$ cat src/rtl/mem_pkg.sv
// Shared definitions for the byte-organised memory and its word writer.
// Holds the writer FSM encoding, byte/word geometry and the default address width.
package mem_pkg;

    localparam int AW_DEFAULT = 8;
    localparam int BYTE_W     = 8;
    localparam int WORD_BYTES = 4;
    localparam int WORD_W     = WORD_BYTES * BYTE_W;

    typedef enum logic [2:0] {
        ST_IDLE = 3'd0,
        ST_B0   = 3'd1,
        ST_B1   = 3'd2,
        ST_B2   = 3'd3,
        ST_B3   = 3'd4
    } state_t;

    // Byte lane handled in a given state; IDLE maps to lane 0 and is never used for a write.
    function automatic logic [1:0] lane_of(input state_t s);
        logic [1:0] lane;
        lane = 2'd0;
        case (s)
            ST_B1:   lane = 2'd1;
            ST_B2:   lane = 2'd2;
            ST_B3:   lane = 2'd3;
            default: lane = 2'd0;
        endcase
        return lane;
    endfunction

endpackage

$ cat src/rtl/mem_word_writer_if.sv
// Request and byte-memory bus of the word writer.
// Valid/ready: a request transfers on a rising edge where req_valid and req_ready are both high;
// the requester holds req_addr/req_data/req_be stable while req_valid is high and unaccepted.
interface mem_word_writer_if
    import mem_pkg::*;
#(
    parameter int AW = AW_DEFAULT
) ();

    logic                  req_valid;
    logic                  req_ready;
    logic [AW-1:0]         req_addr;
    logic [WORD_W-1:0]     req_data;
    logic [WORD_BYTES-1:0] req_be;
    logic                  mem_we;
    logic [AW-1:0]         mem_addr;
    logic [BYTE_W-1:0]     mem_wdata;
    logic                  done;
    logic                  err;

    modport master (
        output req_valid, req_addr, req_data, req_be,
        input  req_ready, mem_we, mem_addr, mem_wdata, done, err
    );

    modport slave (
        input  req_valid, req_addr, req_data, req_be,
        output req_ready, mem_we, mem_addr, mem_wdata, done, err
    );

endinterface

$ cat src/rtl/mem_byte_lane_sel.sv
// Big-endian byte lane selector: lane 0 is bits 31:24 with enable bit 3,
// lane 3 is bits 7:0 with enable bit 0.
module mem_byte_lane_sel
    import mem_pkg::*;
(
    input  logic [WORD_W-1:0]     word,
    input  logic [WORD_BYTES-1:0] be,
    input  logic [1:0]            lane,
    output logic [BYTE_W-1:0]     lane_byte,
    output logic                  lane_en
);

    always_comb begin
        lane_byte = '0;
        lane_en   = 1'b0;
        case (lane)
            2'd0: begin
                lane_byte = word[31:24];
                lane_en   = be[3];
            end
            2'd1: begin
                lane_byte = word[23:16];
                lane_en   = be[2];
            end
            2'd2: begin
                lane_byte = word[15:8];
                lane_en   = be[1];
            end
            default: begin
                lane_byte = word[7:0];
                lane_en   = be[0];
            end
        endcase
    end

endmodule

$ cat src/rtl/mem_word_writer.sv
// Writes one 32-bit word into an 8-bit memory port, one big-endian byte per cycle.
// Optional MEM_WRITER_ALIGN_CHK_EN: unaligned requests are accepted, dropped and flagged on err.
module mem_word_writer
    import mem_pkg::*;
#(
    parameter int AW = AW_DEFAULT
) (
    input  logic             clk,
    input  logic             rst,
    mem_word_writer_if.slave bus,
    output state_t           dbg_state
);

    state_t                state;
    state_t                nxt;
    logic [AW-1:0]         addr_q;
    logic [WORD_W-1:0]     data_q;
    logic [WORD_BYTES-1:0] be_q;

    logic                  accept;
    logic                  reject;
    logic                  start;
    logic [AW-1:0]         src_addr;
    logic [WORD_W-1:0]     src_data;
    logic [WORD_BYTES-1:0] src_be;
    logic [1:0]            nxt_lane;
    logic [AW-1:0]         nxt_addr;
    logic [BYTE_W-1:0]     lane_byte;
    logic                  lane_en;
    logic                  busy_nxt;

    assign bus.req_ready = (state == ST_IDLE);
    assign accept        = bus.req_valid && bus.req_ready;
    assign dbg_state     = state;

`ifdef MEM_WRITER_ALIGN_CHK_EN
    logic err_q;

    assign reject  = accept && (bus.req_addr[1:0] != 2'b00);
    assign bus.err = err_q;

    always_ff @(posedge clk or posedge rst) begin
        if (rst) begin
            err_q <= 1'b0;
        end else begin
            err_q <= reject;
        end
    end
`else
    assign reject  = 1'b0;
    assign bus.err = 1'b0;
`endif

    assign start = accept && !reject;

    always_comb begin
        nxt = state;
        case (state)
            ST_IDLE: if (start) nxt = ST_B0;
            ST_B0:   nxt = ST_B1;
            ST_B1:   nxt = ST_B2;
            ST_B2:   nxt = ST_B3;
            ST_B3:   nxt = ST_IDLE;
            default: nxt = ST_IDLE;
        endcase
    end

    // Outputs are registered, so the byte for the next state is chosen now; in IDLE the
    // request itself feeds the selector so B0 is presented right after the accept edge.
    always_comb begin
        src_addr = addr_q;
        src_data = data_q;
        src_be   = be_q;
        if (state == ST_IDLE) begin
            src_addr = bus.req_addr;
            src_data = bus.req_data;
            src_be   = bus.req_be;
        end
        nxt_lane = lane_of(nxt);
        nxt_addr = src_addr + AW'(nxt_lane);
        busy_nxt = (nxt != ST_IDLE);
    end

    mem_byte_lane_sel u_lane_sel (
        .word      (src_data),
        .be        (src_be),
        .lane      (nxt_lane),
        .lane_byte (lane_byte),
        .lane_en   (lane_en)
    );

    always_ff @(posedge clk or posedge rst) begin
        if (rst) begin
            state <= ST_IDLE;
        end else begin
            state <= nxt;
        end
    end

    always_ff @(posedge clk or posedge rst) begin
        if (rst) begin
            addr_q <= '0;
            data_q <= '0;
            be_q   <= '0;
        end else if (start) begin
            addr_q <= bus.req_addr;
            data_q <= bus.req_data;
            be_q   <= bus.req_be;
        end
    end

    // Disabled lanes still present address and data; only the strobe is suppressed.
    always_ff @(posedge clk or posedge rst) begin
        if (rst) begin
            bus.mem_we    <= 1'b0;
            bus.mem_addr  <= '0;
            bus.mem_wdata <= '0;
            bus.done      <= 1'b0;
        end else begin
            bus.mem_we <= busy_nxt && lane_en;
            bus.done   <= (nxt == ST_B3);
            if (busy_nxt) begin
                bus.mem_addr  <= nxt_addr;
                bus.mem_wdata <= lane_byte;
            end
        end
    end

endmodule

$ cat src/flat_wrapper.sv
// flat-port wrapper written by rule: the top's interface ports become plain ports
module mem_word_writer_flat import mem_pkg::*;
#(
    parameter int AW = AW_DEFAULT
)
  (clk, rst, dbg_state, bus_req_valid, bus_req_addr, bus_req_data, bus_req_be, bus_req_ready, bus_mem_we, bus_mem_addr, bus_mem_wdata, bus_done, bus_err);
  mem_word_writer_if #(.AW(AW)) bus_i ();
  input  logic clk;
  input  logic rst;
  output state_t dbg_state;
  input wire logic [$bits(bus_i.req_valid)-1:0] bus_req_valid;
  input wire logic [$bits(bus_i.req_addr)-1:0] bus_req_addr;
  input wire logic [$bits(bus_i.req_data)-1:0] bus_req_data;
  input wire logic [$bits(bus_i.req_be)-1:0] bus_req_be;
  output wire logic [$bits(bus_i.req_ready)-1:0] bus_req_ready;
  output wire logic [$bits(bus_i.mem_we)-1:0] bus_mem_we;
  output wire logic [$bits(bus_i.mem_addr)-1:0] bus_mem_addr;
  output wire logic [$bits(bus_i.mem_wdata)-1:0] bus_mem_wdata;
  output wire logic [$bits(bus_i.done)-1:0] bus_done;
  output wire logic [$bits(bus_i.err)-1:0] bus_err;
  assign bus_i.req_valid = bus_req_valid;
  assign bus_i.req_addr = bus_req_addr;
  assign bus_i.req_data = bus_req_data;
  assign bus_i.req_be = bus_req_be;
  assign bus_req_ready = bus_i.req_ready;
  assign bus_mem_we = bus_i.mem_we;
  assign bus_mem_addr = bus_i.mem_addr;
  assign bus_mem_wdata = bus_i.mem_wdata;
  assign bus_done = bus_i.done;
  assign bus_err = bus_i.err;
  mem_word_writer #(.AW(AW)) u_core (.clk(clk), .rst(rst), .bus(bus_i), .dbg_state(dbg_state));
endmodule
$ cat config.mk
export PLATFORM = sky130hd
export DESIGN_NAME = mem_word_writer_flat
export DESIGN_NICKNAME = d
export VERILOG_FILES = /design/src/rtl/mem_pkg.sv /design/src/rtl/mem_word_writer_if.sv /design/src/rtl/mem_byte_lane_sel.sv /design/src/rtl/mem_word_writer.sv /design/src/flat_wrapper.sv
export SDC_FILE = /design/constraint.sdc
export NUM_CORES = 1
export LEC_CHECK = 0
export ABC_AREA = 1
export BUFFER_PORTS_ARGS = -buffer_cell sky130_fd_sc_hd__buf_2
export CORE_ASPECT_RATIO = 1.75
export CORE_UTILIZATION = 49
export DETAILED_ROUTE_END_ITERATION = 10
export PLACE_DENSITY = 0.76
export SYNTH_ARGS = -nofsm -noshare
export SYNTH_HDL_FRONTEND = slang
export SYNTH_SLANG_ARGS = --single-unit
$ cat constraint.sdc
create_clock -name clk -period 2.55 [get_ports clk]
set_clock_uncertainty 0.2 [all_clocks]
set_input_delay 0 -clock clk [delete_from_list [all_inputs] [get_ports clk]]
set_output_delay 0 -clock clk [all_outputs]
set_load 0.01 [all_outputs]
==> impl_metrics.py <==
metrics = {
    "die": {
        "core-area_um2": 6181,
        "chipHeight_um": 108.1,
        "num_rows": 38,
        "pin_count": 70,
        "die_area_um2": 6769,
        "initial_core_util_pct": 50.99,
        "dieWidth_um": 62.63,
    },
    "critical_path": {
        "critical_path_class": "flip-flop to flip-flop",
        "worstSetupEndpointType": "flip-flop",
        "reg2reg_depth": 12,
        "r2r_start": "u_core.dbg_state[2]",
        "critPathArrivalTime_ns": 2.43,
        "start_kind": "flip-flop",
        "rrSetupSlack_ns": 0.16,
        "cp_max_fo": 9,
        "rr_endpoint": "u_core.bus.mem_addr[6]",
        "required_ns": 2.58,
    },
    "outcome": {
        "status": "finished clean",
    },
    "synth": {
        "synth_area_leaders": "dfrtp_1 (52%), mux2_4 (10%), nand2_1 (8.7%)",
        "async_reset_ff_share_pct": 100.0,
        "synth_area_leader_cell": "dfrtp_1",
        "yosys.cell_types.count": 29,
        "syn_area_um2": 3152,
        "ys.flop_type": "dfrtp_1",
        "synth.ff_latch_count": 65,
        "ys_seq_area_share_pct": 51.61,
        "ys_warn_count": 0,
        "yosysMostFrequentCell": "nand2_1",
        "synth.top_cell.area_share_pct": 51.61,
        "synth_fp_nets": 374,
        "synth_common_cells": "nand2_1 (73), dfrtp_1 (65), inv_1 (34), o21ai_0 (34), mux2_4 (21)",
        "avgSynthCellArea_um2": 9.728,
        "syn-instance-count": 324,
        "synth_edf_count": 0,
    },
    "final_layout": {
        "multi_input_comb_area_um2": 1255,
        "fillers": 512,
        "area_growth_syn_to_layout_pct": 33.90,
        "seqCellArea_um2": 1627,
        "nets": 491,
        "drive_above_1_share_pct": 30.04,
        "antennaDiodeCount": 0,
    },
    "drt": {
        "avgViaCountPerCell": 4.871,
        "dr_total_vias": 2562,
        "wl_per_cell_um": 14.21,
        "antenna_left": 0,
        "drt-total-wl_um": 7472,
        "drtIter0Drc": 118,
        "drt_first_pass_iters": 4,
        "drc_errors": 0,
    },
    "timing": {
        "tns_ns": 0,
        "fin_ws_ns": 0.1563,
        "min_period_ns": 2.394,
        "finalCritPeriodShare_pct": 93.87,
        "setup_viol": 0,
        "rsz0062_at_grt": "no",
        "final_max_slew_viol_count": 0,
        "slew_headroom_pct": 46.83,
        "hold_viol": 0,
        "fmax_mhz": 417.8,
        "worst_pin_slew_ns": 0.7975,
    },
    "power": {
        "ir_drop_mv": 0.6566,
        "p_leak_nw": 2.165,
        "powerDensity_nw_per_um2": 1291,
    },
    "cts": {
        "clk_pin_slew_ns": 0.07,
        "root_buffer": "clkbuf_8",
        "cts_tree": "yes",
        "clock_path_buffers": 2,
        "postCtsSetupRepairBufs": 0,
        "clk-insertion-delay-late_ns": 0.34,
        "cts-htree-levels": 3,
        "cts_sinks": 65,
        "cts_buffers": 9,
    },
    "worst_hold_path": {
        "holdPathStages": 3,
        "min_to": "u_core.data_q[13]",
        "min_from": "bus_req_data[13]",
        "hold_class": "input port to flip-flop",
    },
    "global_route": {
        "grt_max_degree": 66,
        "antenna_found_initial": 0,
        "grt_pass1_vias": 2633,
        "grt_usage_pct": 24.61,
        "overflow": 0,
        "grt_pass1_wl_um": 12300,
    },
    "placement": {
        "portBuffers": 68,
        "place_ws_ns": 0.1592,
        "gp_congestion": 0.9336,
        "hpwl_um": 4925,
    },
    "flow_run": {
        "drv_cap": 0,
    },
}
## registers in the layout, summed over array words and instances, names as in the netlist
register,count
u_core.addr_q,8
u_core.bus.mem_we,1
u_core.bus.mem_wdata,8
u_core.be_q,4
u_core.bus.mem_addr,8
u_core.bus.done,1
u_core.dbg_state,3
u_core.data_q,32
## power by group
part | leakage [nW] | internal [mW] | switching (mW) | total [mW]
Combinational | 1.26 | 1.09 | 1.41 | 2.50
Clock | 0.126 | 0.671 | 0.394 | 1.06
Sequential | 0.778 | 1.57 | 0.316 | 1.88
## stage by stage
step	utilization [%]	hold WS [ns]	cell area, um^2	cells	power, mW
3_5_place_dp	56.90	0.03397	3517	464	4.347
5_1_grt	68.28	0.2143	4220	526	5.884
3_3_place_gp	56.90	0.03216	3517	464	4.273
2_1_floorplan	-	-0.05689	3166	324	3.752
4_1_cts	68.28	0.2053	4220	526	5.480
6_report	68.28	0.2225	4220	526	5.447
## critical path, cell delays in order, from the launching register on
cell and delay (ns):
dfrtp_1 0.51, nor2_4 0.22, nand2_4 0.10, o21ai_1 0.14, ha_2 0.19, inv_1 0.05
fa_2 0.33, inv_1 0.07, nand3_2 0.10, nor2_1 0.14, nand3_1 0.09, nand3_1 0.09
nand2_1 0.05
## routing by layer
layer | vias up | GRT usage [%] | wire [um]
met5 | - | 0 | 0
met4 | 0 | 15.28 | 283
met3 | 23 | 5.169 | 258
met2 | 62 | 43.94 | 4074
met1 | 1197 | 26.20 | 2855
li1 | 1280 | - | -
## area by class of cell
type	instances	area share, %
timing repair buffer	119	20.16
tap	80	2.372
multi-input combinational	208	29.74
clock inverter	6	2.490
inverter	38	3.439
clock buffer	10	3.261
sequential	65	38.54
## worst max-delay path by stage
stage / cells after the start / slack [ns] / to / from
2_1_floorplan: 15 / 0.03 / u_core.bus.mem_addr[6] / u_core.dbg_state[2]
3_3_place_gp: 12 / 0.25 / u_core.bus.mem_addr[6] / u_core.dbg_state[2]
3_5_place_dp: 11 / 0.16 / u_core.bus.mem_addr[6] / u_core.dbg_state[2]
4_1_cts: 11 / 0.14 / u_core.bus.mem_addr[6] / u_core.dbg_state[2]
5_1_grt: 12 / 0.03 / u_core.bus.mem_addr[6] / u_core.dbg_state[2]
6_report: 12 / 0.16 / u_core.bus.mem_addr[6] / u_core.dbg_state[2]
## placed cells by master (no fill, tap or decap), types with 2 or more instances in the layout
cell | Yosys | layout
nand2_1 | 73 | 73
buf_2 | 2 | 68
dfrtp_1 | 65 | 65
dlygate4sd3_1 | 0 | 46
inv_1 | 34 | 33
o21ai_0 | 34 | 32
mux2_4 | 21 | 21
a21oi_1 | 20 | 20
nor2_1 | 20 | 20
nand3_1 | 11 | 10
clkbuf_8 | 1 | 10
a31oi_1 | 7 | 7
inv_2 | 3 | 4
mux2_2 | 4 | 4
buf_4 | 3 | 4
nand2_4 | 3 | 3
nor2_2 | 3 | 3
bufinv_16 | 0 | 3
clkinv_2 | 0 | 3
nor2_4 | 2 | 2
nand2_2 | 2 | 2
o21ai_1 | 0 | 2
## kinds of logic after synthesis
family | after synthesis | synth area share, %
AO/OA/AOI/OAI | 64 | 10.72
adder cells (fa/ha/maj) | 3 | 1.429
buffers and inverters | 51 | 8.892
flip-flops | 65 | 51.61
multiplexers | 25 | 11.43
other | 1 | 0.1190
AND/OR/NAND/NOR | 115 | 15.80
## what timing repair did
action,4_1_cts,5_1_grt
endpoints found under the hold margin,119,0
setup endpoints to repair,0,1
hold buffers,46,0
gates resized for setup,0,1
No activity file was read; power rests on OpenSTA's default activity.
